`src/rtl/adc_scan_seq_if.sv`:
```
// ADC scan sequencer bus.
// Groups the two handshakes of the sequencer onto one bundle:
//   - ADC controller side: ctrl (start pulse), n (channel select),
//     ready (conversion-done level), data (12-bit conversion result).
//   - Sample consumer side: out_data, out_ch, out_valid, out_ready.
// master: the sequencer (drives ctrl/n/out_*, receives ready/data/out_ready).
// slave : the environment (ADC controller plus consumer).
interface adc_scan_seq_if;
    logic        ctrl;
    logic        n;
    logic        ready;
    logic [11:0] data;
    logic [11:0] out_data;
    logic        out_ch;
    logic        out_valid;
    logic        out_ready;

    modport master (
        output ctrl, n, out_data, out_ch, out_valid,
        input  ready, data, out_ready
    );

    modport slave (
        input  ctrl, n, out_data, out_ch, out_valid,
        output ready, data, out_ready
    );
endinterface

```
`src/rtl/adc_scan_seq.sv`:
```
// Periodic two-channel ADC scan sequencer.
// Every max(period,1) enabled cycles a scan tick fires. A tick in IDLE
// walks the channels set in ch_mask (ascending): for each one it pulses
// ctrl for CTRL_W cycles with n = channel, waits for a rising edge on
// ready (bounded by TIMEOUT cycles), and presents the result on a
// valid/ready output register.
// Ports:
//   clk_in, rst          clock, asynchronous active-high reset
//   enable, period       tick generator control
//   ch_mask              channels included in each scan (sampled at the tick)
//   clr                  clears the sticky error flags
//   bus (master)         ADC controller and sample consumer handshakes
//   busy                 scan in progress
//   overrun, late, timeout_err  sticky error flags
module adc_scan_seq #(
    parameter int CTRL_W  = 2,
    parameter int TIMEOUT = 128,
    parameter int PER_W   = 16
) (
    input  logic             clk_in,
    input  logic             rst,
    input  logic             enable,
    input  logic [PER_W-1:0] period,
    input  logic [1:0]       ch_mask,
    input  logic             clr,
    adc_scan_seq_if.master   bus,
    output logic             busy,
    output logic             overrun,
    output logic             late,
    output logic             timeout_err
);
    // One step counter serves both the START pulse width and the CONV timeout.
    localparam int CW = $clog2(CTRL_W + TIMEOUT + 1);

    typedef enum logic [1:0] {IDLE, START, CONV, STORE} state_t;

    state_t           state_reg, state_next;
    logic [PER_W-1:0] tick_cnt_reg, tick_cnt_next, per_eff;
    logic             tick;
    logic [CW-1:0]    step_cnt_reg, step_cnt_next;
    logic             ch_reg, ch_next;
    logic             pend_reg, pend_next;   // channel 1 still to do in this scan
    logic             ready_q_reg;
    logic             complete, timed_out;
    logic [11:0]      out_data_reg;
    logic             out_ch_reg, out_valid_reg;
    logic             overrun_reg, late_reg, timeout_reg;

    // Tick generator: a period of 0 behaves like 1 (tick every cycle).
    always_comb begin
        per_eff       = (period == '0) ? PER_W'(1) : period;
        tick          = enable && (tick_cnt_reg == per_eff - PER_W'(1));
        tick_cnt_next = (!enable || tick) ? '0 : tick_cnt_reg + PER_W'(1);
    end

    // Next-state logic.
    always_comb begin
        state_next    = state_reg;
        step_cnt_next = step_cnt_reg + CW'(1);
        ch_next       = ch_reg;
        pend_next     = pend_reg;
        complete      = 1'b0;
        timed_out     = 1'b0;
        case (state_reg)
            IDLE: begin
                step_cnt_next = '0;
                if (tick && ch_mask != 2'b00) begin
                    state_next = START;
                    ch_next    = ~ch_mask[0];   // lowest set channel
                    pend_next  = &ch_mask;      // ch1 follows only if ch0 went first
                end
            end
            START: begin
                if (step_cnt_reg == CW'(CTRL_W - 1)) begin
                    state_next    = CONV;
                    step_cnt_next = '0;
                end
            end
            CONV: begin
                // Only a fresh rising edge counts; a level already high on
                // entry is a leftover from a previous conversion.
                if (bus.ready && !ready_q_reg) begin
                    complete      = 1'b1;
                    state_next    = STORE;
                    step_cnt_next = '0;
                end else if (step_cnt_reg == CW'(TIMEOUT - 1)) begin
                    timed_out     = 1'b1;
                    step_cnt_next = '0;
                    if (pend_reg) begin
                        state_next = START;
                        ch_next    = 1'b1;
                        pend_next  = 1'b0;
                    end else begin
                        state_next = IDLE;
                    end
                end
            end
            STORE: begin
                step_cnt_next = '0;
                if (pend_reg) begin
                    state_next = START;
                    ch_next    = 1'b1;
                    pend_next  = 1'b0;
                end else begin
                    state_next = IDLE;
                end
            end
            default: state_next = IDLE;
        endcase
    end

    always_ff @(posedge clk_in or posedge rst) begin
        if (rst) begin
            state_reg     <= IDLE;
            tick_cnt_reg  <= '0;
            step_cnt_reg  <= '0;
            ch_reg        <= 1'b0;
            pend_reg      <= 1'b0;
            ready_q_reg   <= 1'b0;
            out_data_reg  <= '0;
            out_ch_reg    <= 1'b0;
            out_valid_reg <= 1'b0;
            overrun_reg   <= 1'b0;
            late_reg      <= 1'b0;
            timeout_reg   <= 1'b0;
        end else begin
            state_reg    <= state_next;
            tick_cnt_reg <= tick_cnt_next;
            step_cnt_reg <= step_cnt_next;
            ch_reg       <= ch_next;
            pend_reg     <= pend_next;
            ready_q_reg  <= bus.ready;

            // A capture takes priority over acceptance so a sample landing in
            // the same cycle as the handshake keeps out_valid high.
            if (complete) begin
                out_data_reg  <= bus.data;
                out_ch_reg    <= ch_reg;
                out_valid_reg <= 1'b1;
            end else if (out_valid_reg && bus.out_ready) begin
                out_valid_reg <= 1'b0;
            end

            // Sticky flags: a setting event wins over clr.
            if (complete && out_valid_reg && !bus.out_ready)
                overrun_reg <= 1'b1;
            else if (clr)
                overrun_reg <= 1'b0;

            if (tick && state_reg != IDLE)
                late_reg <= 1'b1;
            else if (clr)
                late_reg <= 1'b0;

            if (timed_out)
                timeout_reg <= 1'b1;
            else if (clr)
                timeout_reg <= 1'b0;
        end
    end

    assign bus.ctrl      = (state_reg == START);
    assign bus.n         = ch_reg;
    assign bus.out_data  = out_data_reg;
    assign bus.out_ch    = out_ch_reg;
    assign bus.out_valid = out_valid_reg;
    assign busy          = (state_reg != IDLE);
    assign overrun       = overrun_reg;
    assign late          = late_reg;
    assign timeout_err   = timeout_reg;
endmodule

```
`src/flat_wrapper.sv`:
```
// flat-port wrapper written by rule: the top's interface ports become plain ports
module adc_scan_seq_flat 
#(
    parameter int CTRL_W  = 2,
    parameter int TIMEOUT = 128,
    parameter int PER_W   = 16
)
  (clk_in, rst, enable, period, ch_mask, clr, busy, overrun, late, timeout_err, bus_ctrl, bus_n, bus_out_data, bus_out_ch, bus_out_valid, bus_ready, bus_data, bus_out_ready);
  adc_scan_seq_if bus_i ();
  input  logic clk_in;
  input  logic rst;
  input  logic enable;
  input  logic [PER_W-1:0] period;
  input  logic [1:0] ch_mask;
  input  logic clr;
  output logic busy;
  output logic overrun;
  output logic late;
  output logic timeout_err;
  output wire logic [$bits(bus_i.ctrl)-1:0] bus_ctrl;
  output wire logic [$bits(bus_i.n)-1:0] bus_n;
  output wire logic [$bits(bus_i.out_data)-1:0] bus_out_data;
  output wire logic [$bits(bus_i.out_ch)-1:0] bus_out_ch;
  output wire logic [$bits(bus_i.out_valid)-1:0] bus_out_valid;
  input wire logic [$bits(bus_i.ready)-1:0] bus_ready;
  input wire logic [$bits(bus_i.data)-1:0] bus_data;
  input wire logic [$bits(bus_i.out_ready)-1:0] bus_out_ready;
  assign bus_ctrl = bus_i.ctrl;
  assign bus_n = bus_i.n;
  assign bus_out_data = bus_i.out_data;
  assign bus_out_ch = bus_i.out_ch;
  assign bus_out_valid = bus_i.out_valid;
  assign bus_i.ready = bus_ready;
  assign bus_i.data = bus_data;
  assign bus_i.out_ready = bus_out_ready;
  adc_scan_seq #(.CTRL_W(CTRL_W), .TIMEOUT(TIMEOUT), .PER_W(PER_W)) u_core (.clk_in(clk_in), .rst(rst), .enable(enable), .period(period), .ch_mask(ch_mask), .clr(clr), .bus(bus_i), .busy(busy), .overrun(overrun), .late(late), .timeout_err(timeout_err));
endmodule
```
`config.mk`:
```
export PLATFORM = sky130hd
export DESIGN_NAME = adc_scan_seq_flat
export DESIGN_NICKNAME = d
export VERILOG_FILES = /design/src/rtl/adc_scan_seq_if.sv /design/src/rtl/adc_scan_seq.sv /design/src/flat_wrapper.sv
export SDC_FILE = /design/constraint.sdc
export NUM_CORES = 1
export LEC_CHECK = 0
export ABC_AREA = 0
export BUFFER_PORTS_ARGS = -buffer_cell sky130_fd_sc_hd__buf_2
export CAP_MARGIN = 5
export CORE_MARGIN = 3
export CORE_UTILIZATION = 30
export DETAILED_ROUTE_END_ITERATION = 8
export GPL_TIMING_DRIVEN = 1
export HOLD_SLACK_MARGIN = 0.1
export PLACE_DENSITY = 0.58
export SYNTH_ARGS = -nofsm -noshare
export SYNTH_HDL_FRONTEND = slang
export SYNTH_SLANG_ARGS = --single-unit
```
`constraint.sdc`:
```
create_clock -name clk_in -period 3 [get_ports clk_in]
set_clock_uncertainty 0.15 [all_clocks]
set_input_delay 0.45 -clock clk_in [delete_from_list [all_inputs] [get_ports clk_in]]
set_output_delay 0.45 -clock clk_in [all_outputs]
set_load 0.1 [all_outputs]
```
Yosys cells after proc, flatten, opt, wreduce, memory -nomap -nowiden
Index checks and enable logic that the tools add are counted.

Bits in registers: 46. Input bits: 36. Output and inout bits: 20. Logic and storage cells: 83.

Add/sub/neg operators: 3. Eq/ne operators: 11. Muxes and demuxes: 32. Bitwise logic cells: 1. Reduce and logical (&&, ||, !) cells: 24.

Operators with widths (number): $mux W16 (2); $mux W8 (3); $pmux W8 S3 (1); $mux W1 (19); $add A16 B1 Y16 const B (1); $eq A16 B16 Y1 (1); $logic_not A16 Y1 (1); $sub A16 B1 Y16 const B (1); $reduce_bool A2 Y1 (6); $add A8 B1 Y8 const B (1); $eq A8 B1 Y1 const B (1); $eq A8 B7 Y1 const B (1); $mux W2 (4); $pmux W2 S4 (1); $logic_and A1 B1 Y1 (7); $ne A2 B1 Y1 const B (3); $pmux W1 S3 (2); $eq A2 B2 Y1 const B (2); $reduce_and A4 Y1 (1); $logic_not A1 Y1 (3); $ne A3 B1 Y1 const B (1); $reduce_and A3 Y1 (1); $reduce_bool A3 Y1 (1); $eq A2 B1 Y1 const B (1); 6 further kinds (6).

Depth between registers and ports, before layout
Gate-level depths: netlist of run 1.

Depth in word-level cells: 8. Gate-level depth with buffers: 14. Mapped depth without buffers: 11.

Worst setup path after synthesis of run 1
OpenSTA, ideal clock, no wires.

Path type: input-to-reg. Start point: input port period[7]. End point: register u_core.pend_reg. Library setup time: 0.131 ns. Data arrival time: 3.650 ns. Data required time: 2.719 ns. Setup slack: -0.931 ns. Stages: 13. Cell sequence: buf_6 -> or4_1 -> buf_2 -> nor3_2 -> a21oi_1 -> ha_1 -> or3b_1 -> nor2_1 -> or4b_2 -> nand3_1 -> nand4_2 -> o31a_1 -> or3_1.

Word-level cells in the longest chain between the ends: 8.

Ends and longest elaborated chain: start, declared (RTL line flat_wrapper.sv:13) `input logic [PER_W-1:0] period;`; $logic_not A16 Y1 (RTL line adc_scan_seq.sv:51) `per_eff = (period == '0) ? PER_W'(1) : period;`; $mux W16 * (RTL line adc_scan_seq.sv:51); $sub A16 B1 Y16 * (RTL line adc_scan_seq.sv:52) `tick = enable && (tick_cnt_reg == per_eff - PER_W'(1));`; $eq A16 B16 Y1 * (RTL line adc_scan_seq.sv:52); $logic_and A1 B1 Y1 * (RTL line adc_scan_seq.sv:52); $logic_and A1 B1 Y1 * (RTL line adc_scan_seq.sv:67) `if (tick && ch_mask != 2'b00) begin`; $ne A2 B1 Y1 (no line) *; $reduce_and A4 Y1 (no line) *; end signal, assigned (RTL line adc_scan_seq.sv:131) `pend_reg <= pend_next;`; end, declared (RTL line adc_scan_seq.sv:42) `logic pend_reg, pend_next;`.

Mark *: on every way between the ends. The rest lies on a longest branch, timed or not. A chain may end at the register's enable or synchronous reset.

Worst setup path after layout of run 1
Start point: input port period[9]. End point: register u_core.pend_reg.

The elaborated chain is that of the path after synthesis.

==> flow_metrics.env, run 1 <==
export IMPL_switching_share_pct=51.52
export IMPL_drt_iter0_drc=108
export IMPL_fin_crit_ns=3.154
export IMPL_r2r_slack_ns=0.47
export IMPL_vias=2563
export IMPL_clockRootBuffer="clkbuf_8"
export IMPL_cts_tree="yes"
export IMPL_synth_nets=352
export IMPL_die_area_um2=10250
export IMPL_postRouteAntennaNets=0
export IMPL_worstHoldStart="bus_ready"
export IMPL_grt_pass1_vias=2449
export IMPL_worstReg2RegStart="u_core.tick_cnt_reg[7]"
export IMPL_overflow=0
export IMPL_synthCells=312
export IMPL_portBuffers=55
export IMPL_gp_routability_congestion=0.8330
export IMPL_seqPwrFrac_pct=32.6
export IMPL_slew_viol_final=0
export IMPL_initial_utilization_pct=31.07
export IMPL_worst_pin_slew_ns=0.5887
export IMPL_p_per_area_nw_per_um2=687.8
export IMPL_clk_path_buf_depth=2
export IMPL_cts_sinks=46
export IMPL_dr_pass1_iters=4
export IMPL_numCtsBuffers=5
export IMPL_pre_cts_ws_ns=-0.4373
export IMPL_synth_top_cell_area_share_pct=42.28
export IMPL_fillCellCount=908
export IMPL_final_cells=515
export IMPL_ys_seq_area_share_pct=42.28
export IMPL_grt_usage_pct=13.63
export IMPL_grt_start_max_net_pins=25
export IMPL_ys_top_cells_by_area="dfrtp_1, nand2_1, xor2_1"
export IMPL_cp_start_kind="primary input"
export IMPL_status="finished, violations left"
export IMPL_synthArstFlopShare_pct=100.0
export IMPL_path_max_fanout=4
export IMPL_cap_violations=0
export IMPL_core_area_um2=8763
export IMPL_end_kind="flop"
export IMPL_min_to="u_core.ready_q_reg"
export IMPL_grt_pass1_wl_um=11440
export IMPL_synth_main_ff_cell="dfrtp_1"
export IMPL_vdd_ir_drop_max_uv=525.8
export IMPL_die_w_um=101.3
export IMPL_setup_slack_ns=-0.1535
export IMPL_total_switching_power_uw=1304
export IMPL_wirelength_um=6772
export IMPL_yosysWarnings=0
export IMPL_hold_depth=1
export IMPL_drc=0
export IMPL_leakage_uw=0.001702
export IMPL_rows=34
export IMPL_area_growth_pct=35.16
export IMPL_yosysMostFrequentCell="nand2_1"
export IMPL_synth_edff_count=0
export IMPL_crit_type="in -> reg"
export IMPL_setup_violations_final=19
export IMPL_final_nets=446
export IMPL_htreeDepth=2
export IMPL_setup_tns_ns=-1.105
export IMPL_antenna_cells=0
export IMPL_yosys_top_cells_count="nand2_1, dfrtp_1, nor2_1, nand3_1, xor2_1"
export IMPL_viasPerCell=4.977
export IMPL_clk_pin_slew_ns=0.08
export IMPL_drive_gt1_share_pct=34.40
export IMPL_wire_per_inst_um=13.15
export IMPL_yosysTopAreaCell="dfrtp_1"
export IMPL_post_route_period_util_pct=105.1
export IMPL_ios=56
export IMPL_die_h_um=101.3
export IMPL_power_internal_uw=1227
export IMPL_power_frac_comb_pct=49.9
export IMPL_yosys_register_bits=46
export IMPL_rsz0062_at_grt="yes"
export IMPL_syn_cell_area_um2=2723
export IMPL_synth_cell_type_count=53
export IMPL_place_hpwl_um=5130
export IMPL_relSlewSlack_pct=60.75
export IMPL_largest_register_ff_count=16
export IMPL_fmax_mhz=317.1
export IMPL_worstPathRequired_ns=3.02
export IMPL_clockPowerShare_pct=17.5
export IMPL_hold_class="in -> reg"
export IMPL_r2r_end="u_core.pend_reg"
export IMPL_placed_cells=500
export IMPL_violations="setup timing"
export IMPL_hold_viol_final=0
export IMPL_antenna_found_initial=0
export IMPL_r2r_cells=8
export IMPL_clk_latency_ns=0.29
export IMPL_avgSynthCellArea_um2=8.726
export IMPL_arrival_ns=3.18
## final cells by class
class                      count  area (µm²)  share of cell area (%)
multi-input combinational    242        1614                   43.86
sequential                    46        1151                   31.28
timing repair buffer          98       624.3                   16.97
tap                          108       135.1                   3.672
clock buffer                   7       76.32                   2.074
inverter                      13       48.80                   1.326
clock inverter                 1       30.03                  0.8160
## what timing repair did
action | CTS | global route
pin swaps | 3 | 15
setup buffers | 3 | 2
cloned | 0 | 1
hold buffers | 1 | 0
setup endpoints to repair | 19 | 19
hold endpoints to repair | 23 | 0
gates resized for setup | 7 | 24
## worst max path at each step
stage                           from               to
final                      period[9]  u_core.pend_reg
after global routing       period[9]  u_core.pend_reg
after CTS                  period[7]  u_core.pend_reg
after detailed placement  period[13]  u_core.pend_reg
after global placement    period[13]  u_core.pend_reg
after floorplan            period[7]  u_core.pend_reg
## power groups by stage
stage / registers (µW) / clock network (µW) / logic [µW]
6_report: 825 / 443 / 1260
4_1_cts: 827 / 465 / 1250
5_1_grt: 846 / 494 / 1340
3_3_place_gp: 834 / 0 / 1240
2_1_floorplan: 1440 / 0 / 399
3_5_place_dp: 836 / 0 / 1250
## layer usage
metal | share of wire [%] | track usage (%) | vias to the layer above
met3 | 4.7 | 2.755 | 9
met1 | 49 | 19.04 | 1222
met2 | 45 | 21.58 | 57
li1 | - | - | 1275
met5 | 0 | 0 | -
met4 | 1.3 | 3.579 | 0
## stage by stage
step           utilization, %  hold WS, ns  total power, µW  cell area, µm²
6_report                41.99       0.1307             2531            3680
5_1_grt                 41.99       0.1218             2678            3680
4_1_cts                 40.82       0.1152             2546            3577
3_5_place_dp            38.83       0.3112             2082            3403
3_3_place_gp            38.83       0.3073             2076            3403
2_1_floorplan               -       0.3314             1837            2786
## cells in the final DEF (no fill, tap or decap), drive strengths merged, types with 3 or more instances in the layout
cell	synthesis	routed
xnor2	14	14
clkbuf	8	7
a31oi	3	3
nand2	50	50
or4	6	6
inv	13	13
and3	9	9
nand3	18	18
a211oi	3	3
nor3	4	4
buf	3	97
nand2b	5	5
ha	4	4
o31ai	3	3
o31a	3	3
a21oi	4	4
nor2b	6	6
or3	4	4
o21ai	9	9
dfrtp	46	46
xor2	18	18
nor2	38	38
nor4	9	9
## worst max-delay path, stage by stage
cell and delay, ns:
buf_6 0.09, or4_4 0.54, nor3_4 0.20, a21oi_2 0.07, ha_2 0.18, or3b_4 0.26
nor2_4 0.04, or4b_4 0.52, nand3_4 0.08, nand4_4 0.09, o31a_1 0.28, or3_1 0.36
## cells by family (layout without fill, tap and decap cells)
group | Yosys count | in the layout | share of synthesized area [%]
simple gates | 160 | 160 | 29.32
flops | 46 | 46 | 42.28
compound gates | 45 | 45 | 12.22
xor+xnor | 32 | 32 | 10.29
buf+inv | 24 | 119 | 3.677
fa+ha+maj | 4 | 4 | 1.838
mux | 1 | 1 | 0.3677
No activity file was read; power rests on OpenSTA's default activity.
==> run 2, diff against run 1 <==
--- a/config.mk
+++ b/config.mk
@@ -14,6 +14,7 @@
 export GPL_TIMING_DRIVEN = 1
 export HOLD_SLACK_MARGIN = 0.1
 export PLACE_DENSITY = 0.58
+export REMOVE_ABC_BUFFERS = 1
 export SYNTH_ARGS = -nofsm -noshare
 export SYNTH_HDL_FRONTEND = slang
 export SYNTH_SLANG_ARGS = --single-unit
==> constraint.sdc (replaced) <==
create_clock -name clk_in -period 3.8 [get_ports clk_in]
set_clock_uncertainty 0.15 [all_clocks]
set_input_delay 0.57 -clock clk_in [delete_from_list [all_inputs] [get_ports clk_in]]
set_output_delay 0.57 -clock clk_in [all_outputs]
set_load 0.1 [all_outputs]
==> flow_metrics.env, run 2 (synthesis gave the netlist of run 1 again) <==
export IMPL_clk_latency_ns=0.29
export IMPL_die_h_um=101.3
export IMPL_ctsHoldBuffers=0
export IMPL_power_internal_uw=904.2
export IMPL_clk_pin_slew_ns=0.08
export IMPL_total_switching_power_uw=1022
export IMPL_fin_crit_ns=3.511
export IMPL_timing_hold_ws_ns=0.2499
export IMPL_drc=0
export IMPL_slew_viol_final=0
export IMPL_wirelength_um=6402
export IMPL_worstReg2RegStart="u_core.tick_cnt_reg[7]"
export IMPL_die_w_um=101.3
export IMPL_gp_routability_congestion=0.8659
export IMPL_vdd_ir_drop_max_uv=457.6
export IMPL_status="complete, no violations"
export IMPL_arrival_ns=3.56
export IMPL_drt_iter0_drc=50
export IMPL_hold_viol_final=0
export IMPL_clockRootBuffer="clkbuf_8"
export IMPL_worstPathRequired_ns=3.85
export IMPL_final_cell_mix="buf_2, nand2_1, dfrtp_1"
export IMPL_worst_pin_slew_ns=0.9618
export IMPL_setup_tns_ns=0
export IMPL_fillCellCount=916
export IMPL_seqPwrFrac_pct=33.8
export IMPL_cap_violations=0
export IMPL_cp_start_kind="primary input"
export IMPL_numCtsBuffers=5
export IMPL_drive_gt1_share_pct=25.64
export IMPL_rows=34
export IMPL_switching_share_pct=53.06
export IMPL_antenna_cells=0
export IMPL_die_area_um2=10250
export IMPL_grt_start_max_net_pins=47
export IMPL_portBuffers=55
export IMPL_ios=56
export IMPL_htreeDepth=2
export IMPL_postRouteAntennaNets=0
export IMPL_relSlewSlack_pct=35.79
export IMPL_initial_utilization_pct=31.07
export IMPL_clk_path_buf_depth=2
export IMPL_post_route_period_util_pct=92.40
export IMPL_path_max_fanout=6
export IMPL_vias=2450
export IMPL_place_hpwl_um=4913
export IMPL_core_area_um2=8763
export IMPL_final_common_cell="buf_2"
export IMPL_antenna_found_initial=0
export IMPL_grt_usage_pct=12.96
export IMPL_grt_pass1_wl_um=10900
export IMPL_grt_pass1_vias=2361
export IMPL_end_kind="flop"
export IMPL_cts_resized_gates=0
export IMPL_leakage_uw=0.001597
export IMPL_cts_setup_buffers=0
export IMPL_r2r_slack_ns=1.32
export IMPL_p_per_area_nw_per_um2=569.8
export IMPL_hold_class="in -> reg"
export IMPL_area_growth_pct=24.17
export IMPL_crit_type="in -> reg"
export IMPL_setup_violations_final=0
export IMPL_viasPerCell=4.920
export IMPL_wire_per_inst_um=12.86
export IMPL_overflow=0
export IMPL_worstHoldStart="bus_ready"
export IMPL_clockPowerShare_pct=15.9
export IMPL_cp_startpoint="period[7]"
export IMPL_final_nets=429
export IMPL_cts_sinks=46
export IMPL_fmax_mhz=284.8
export IMPL_power_frac_comb_pct=50.4
export IMPL_dr_pass1_iters=4
export IMPL_rsz0062_at_grt="no"
export IMPL_cts_tree="yes"
export IMPL_largest_register_ff_count=16
run 2: path summary, 6_finish.rpt:
check                                          to  cells past startpoint
hold / removal                 u_core.ready_q_reg                      1
hold reg to reg            u_core.bus.out_data[5]                      2
setup / recovery                     u_core.bus.n                     13
max in group asynchronous  u_core.step_cnt_reg[2]                      2
setup reg to reg                     u_core.bus.n                      7
min in group asynchronous  u_core.bus.out_data[7]                      2
run 2: routing by layer:
layer / share of wire (%) / GRT usage (%) / vias up
met5: 0 / 0 / -
met4: 0.91 / 2.965 / 0
met3: 7.0 / 3.719 / 7
met2: 45 / 20.77 / 63
met1: 47 / 17.37 / 1138
li1: - / - / 1242
run 2: final cells by class:
type | instances | area [µm²] | area share [%]
clock inverters | 1 | 5.005 | 0.1480
flip-flops and latches | 46 | 1151 | 34.05
multi-input cells | 242 | 1471 | 43.52
inverters | 13 | 48.80 | 1.443
well taps | 108 | 135.1 | 3.997
repair buffers | 81 | 483.0 | 14.29
clock buffers | 7 | 86.33 | 2.554
run 2: worst max-delay path, cell delays in order:
cell and delay, ns:
buf_2 0.10, or4_1 0.55, nor3_2 0.23, a21oi_1 0.10
ha_1 0.24, or3b_1 0.19, nor2_1 0.05, or4b_2 0.62
nand3_1 0.10, nand4_2 0.10, buf_4 0.19, o31a_1 0.28
a311oi_1 0.24
run 2: power by group through the flow:
stage          registers, µW  clock network [µW]  logic, µW
4_1_cts                  652                 319        977
3_5_place_dp             659                   0        976
6_report                 650                 306        970
3_3_place_gp             659                   0        969
2_1_floorplan           1140                   0        293
5_1_grt                  664                 342       1030
run 2: stage by stage:
stage	setup WS, ns	power (µW)	std cells	instance area [µm²]	util, %
floorplan	-0.1338	1436	301	2671	-
global placement	0.02456	1628	490	3289	37.54
detailed placement	-0.02333	1635	490	3289	37.54
CTS	0.2823	1947	498	3381	38.58
global route	0.1089	2035	498	3381	38.58
finish	0.2887	1926	498	3381	38.58
==> run 3, diff against run 2 <==
--- a/config.mk
+++ b/config.mk
@@ -7,13 +7,12 @@
 export LEC_CHECK = 0
 export ABC_AREA = 0
 export BUFFER_PORTS_ARGS = -buffer_cell sky130_fd_sc_hd__buf_2
-export CAP_MARGIN = 5
 export CORE_MARGIN = 3
 export CORE_UTILIZATION = 30
 export DETAILED_ROUTE_END_ITERATION = 8
 export GPL_TIMING_DRIVEN = 1
 export HOLD_SLACK_MARGIN = 0.1
-export PLACE_DENSITY = 0.58
+export PLACE_DENSITY = 0.5
 export REMOVE_ABC_BUFFERS = 1
 export SYNTH_ARGS = -nofsm -noshare
 export SYNTH_HDL_FRONTEND = slang
==> constraint.sdc (replaced) <==
create_clock -name clk_in -period 3 [get_ports clk_in]
set_clock_uncertainty 0.15 [all_clocks]
set_input_delay 0.45 -clock clk_in [delete_from_list [all_inputs] [get_ports clk_in]]
set_output_delay 0.45 -clock clk_in [all_outputs]
set_load 0.1 [all_outputs]
==> flow_metrics.env, run 3 (synthesis gave the netlist of run 1 again) <==
export IMPL_status="finished, violations left"
export IMPL_violations="setup timing"
export IMPL_portBuffers=55
export IMPL_crit_path_cell_trace="buf_6, or4_4, nor3_4, a21oi_2, ha_2, buf_6, nor2b_4, or3_1, a31oi_1, o2111a_1, o211ai_1, o31a_1, or3_1"
export IMPL_fmax_mhz=307.7
export IMPL_drive_gt1_share_pct=30.02
export IMPL_final_cell_mix="buf_2, nand2_1, dfrtp_1"
export IMPL_rows=34
export IMPL_final_area_um2=3565
export IMPL_postRouteAntennaNets=0
export IMPL_largest_register_ff_count=16
export IMPL_timing_hold_ws_ns=0.1266
export IMPL_r2r_cells=8
export IMPL_wire_per_inst_um=13.60
export IMPL_hold_depth=1
export IMPL_use_met2_pct=21.68
export IMPL_drc=0
export IMPL_grt_start_max_net_pins=32
export IMPL_worst_pin_slew_ns=0.5898
export IMPL_cp_start_kind="primary input"
export IMPL_dr_pass1_iters=4
export IMPL_switching_share_pct=53.40
export IMPL_p_per_area_nw_per_um2=685.1
export IMPL_grt_pass1_wl_um=11920
export IMPL_max_stage_delay_ns=0.55
export IMPL_final_common_cell="buf_2"
export IMPL_setup_slack_ns=-0.2496
export IMPL_path_max_fanout=2
export IMPL_fin_crit_ns=3.250
export IMPL_vdd_ir_drop_max_uv=796.8
export IMPL_die_h_um=101.3
export IMPL_power_frac_comb_pct=51.7
export IMPL_htreeDepth=2
export IMPL_gp_routability_congestion=0.7781
export IMPL_setup_violations_final=20
export IMPL_wirelength_um=6951
export IMPL_clk_pin_slew_ns=0.08
export IMPL_grt_pass1_vias=2543
export IMPL_viasPerCell=4.935
export IMPL_antenna_found_initial=0
export IMPL_numCtsBuffers=5
export IMPL_setup_tns_ns=-3.271
export IMPL_place_hpwl_um=5138
export IMPL_post_route_period_util_pct=108.3
export IMPL_rsz0062_at_grt="yes"
export IMPL_area_growth_pct=30.93
export IMPL_hold_class="in -> reg"
export IMPL_placed_area_um2=3349
export IMPL_leakage_uw=0.001683
export IMPL_cp_slowest_cell="or4_4"
export IMPL_clockPowerShare_pct=14.4
export IMPL_grtUsageMet1_pct=19.74
export IMPL_antenna_cells=0
export IMPL_die_w_um=101.3
export IMPL_cap_violations=0
export IMPL_core_area_um2=8763
export IMPL_final_nets=443
export IMPL_clk_latency_ns=0.29
export IMPL_seqPwrFrac_pct=33.9
export IMPL_ios=56
export IMPL_power_internal_uw=1138
export IMPL_cts_sinks=46
export IMPL_vias=2522
export IMPL_slew_viol_final=0
export IMPL_clk_path_buf_depth=2
export IMPL_relSlewSlack_pct=60.59
export IMPL_crit_type="in -> reg"
export IMPL_die_area_um2=10250
export IMPL_end_kind="flop"
export IMPL_arrival_ns=3.26
export IMPL_clockRootBuffer="clkbuf_8"
export IMPL_cts_tree="yes"
export IMPL_initial_utilization_pct=31.07
export IMPL_grt_usage_pct=14.07
export IMPL_worstReg2RegStart="u_core.tick_cnt_reg[3]"
export IMPL_grt_use_met3_pct=3.581
export IMPL_hold_viol_final=0
export IMPL_worstHoldStart="bus_ready"
export IMPL_cp_startpoint="period[10]"
export IMPL_worstPathRequired_ns=3.01
export IMPL_overflow=0
export IMPL_total_switching_power_uw=1304
export IMPL_drt_iter0_drc=73
export IMPL_top_usage_layer="met2"
-- run 3: critical path, delay by kind of cell --
family                   cells  cell delay (ns)
AO/OA/AOI/OAI                5             0.84
adder cells (fa/ha/maj)      1             0.19
buffers and inverters        2             0.20
AND/OR/NAND/NOR              5             1.58
-- run 3: cell type report --
class	count	area, µm²
Fill cell	905	5199
Inverter	13	48.80
Sequential cell	46	1151
Tap cell	108	135.1
Clock buffer	7	76.32
Multi-Input combinational cell	242	1549
Timing Repair Buffer	95	604.3
-- run 3: per-stage QoR --
stage / util, % / cells / worst slack [ns] / total power (µW)
global route: 40.68 / 511 / -0.3379 / 2583
floorplan: - / 301 / -0.8138 / 1819
finish: 40.68 / 511 / -0.2496 / 2442
CTS: 40.28 / 509 / -0.2389 / 2457
global placement: 38.22 / 498 / -0.6467 / 2077
detailed placement: 38.22 / 498 / -0.7295 / 2079
-- run 3: power groups by stage --
stage | combinational [µW] | clock, µW | sequential [µW]
2_1_floorplan | 372 | 0 | 1450
3_3_place_gp | 1240 | 0 | 835
3_5_place_dp | 1240 | 0 | 835
4_1_cts | 1260 | 370 | 829
5_1_grt | 1340 | 397 | 847
6_report | 1260 | 351 | 829
-- run 3: layer usage --
layer	part of all wire (%)	wire length [µm]
met1	48	3363
met4	0.91	63
met3	7.0	485
met5	0	0
met2	44	3039
-- run 3: timing repair --
action | CTS | global route
gates resized for setup | 16 | 3
hold endpoints to repair | 15 | 0
setup buffers | 3 | 2
hold buffers | 1 | 0
cloned | 0 | 0
endpoints found under the setup margin | 20 | 20
pin swaps | 10 | 4
-- run 3: path summary, 6_finish.rpt --
check / slack [ns] / end
worst min register to register: 0.33 / u_core.bus.out_data[2]
worst max-delay path: -0.25 / u_core.pend_reg
worst max register to register: 0.47 / u_core.bus.n
min in group asynchronous: 0.51 / u_core.bus.out_data[5]
max in group asynchronous: 1.48 / u_core.tick_cnt_reg[15]
worst min-delay path: 0.13 / u_core.ready_q_reg
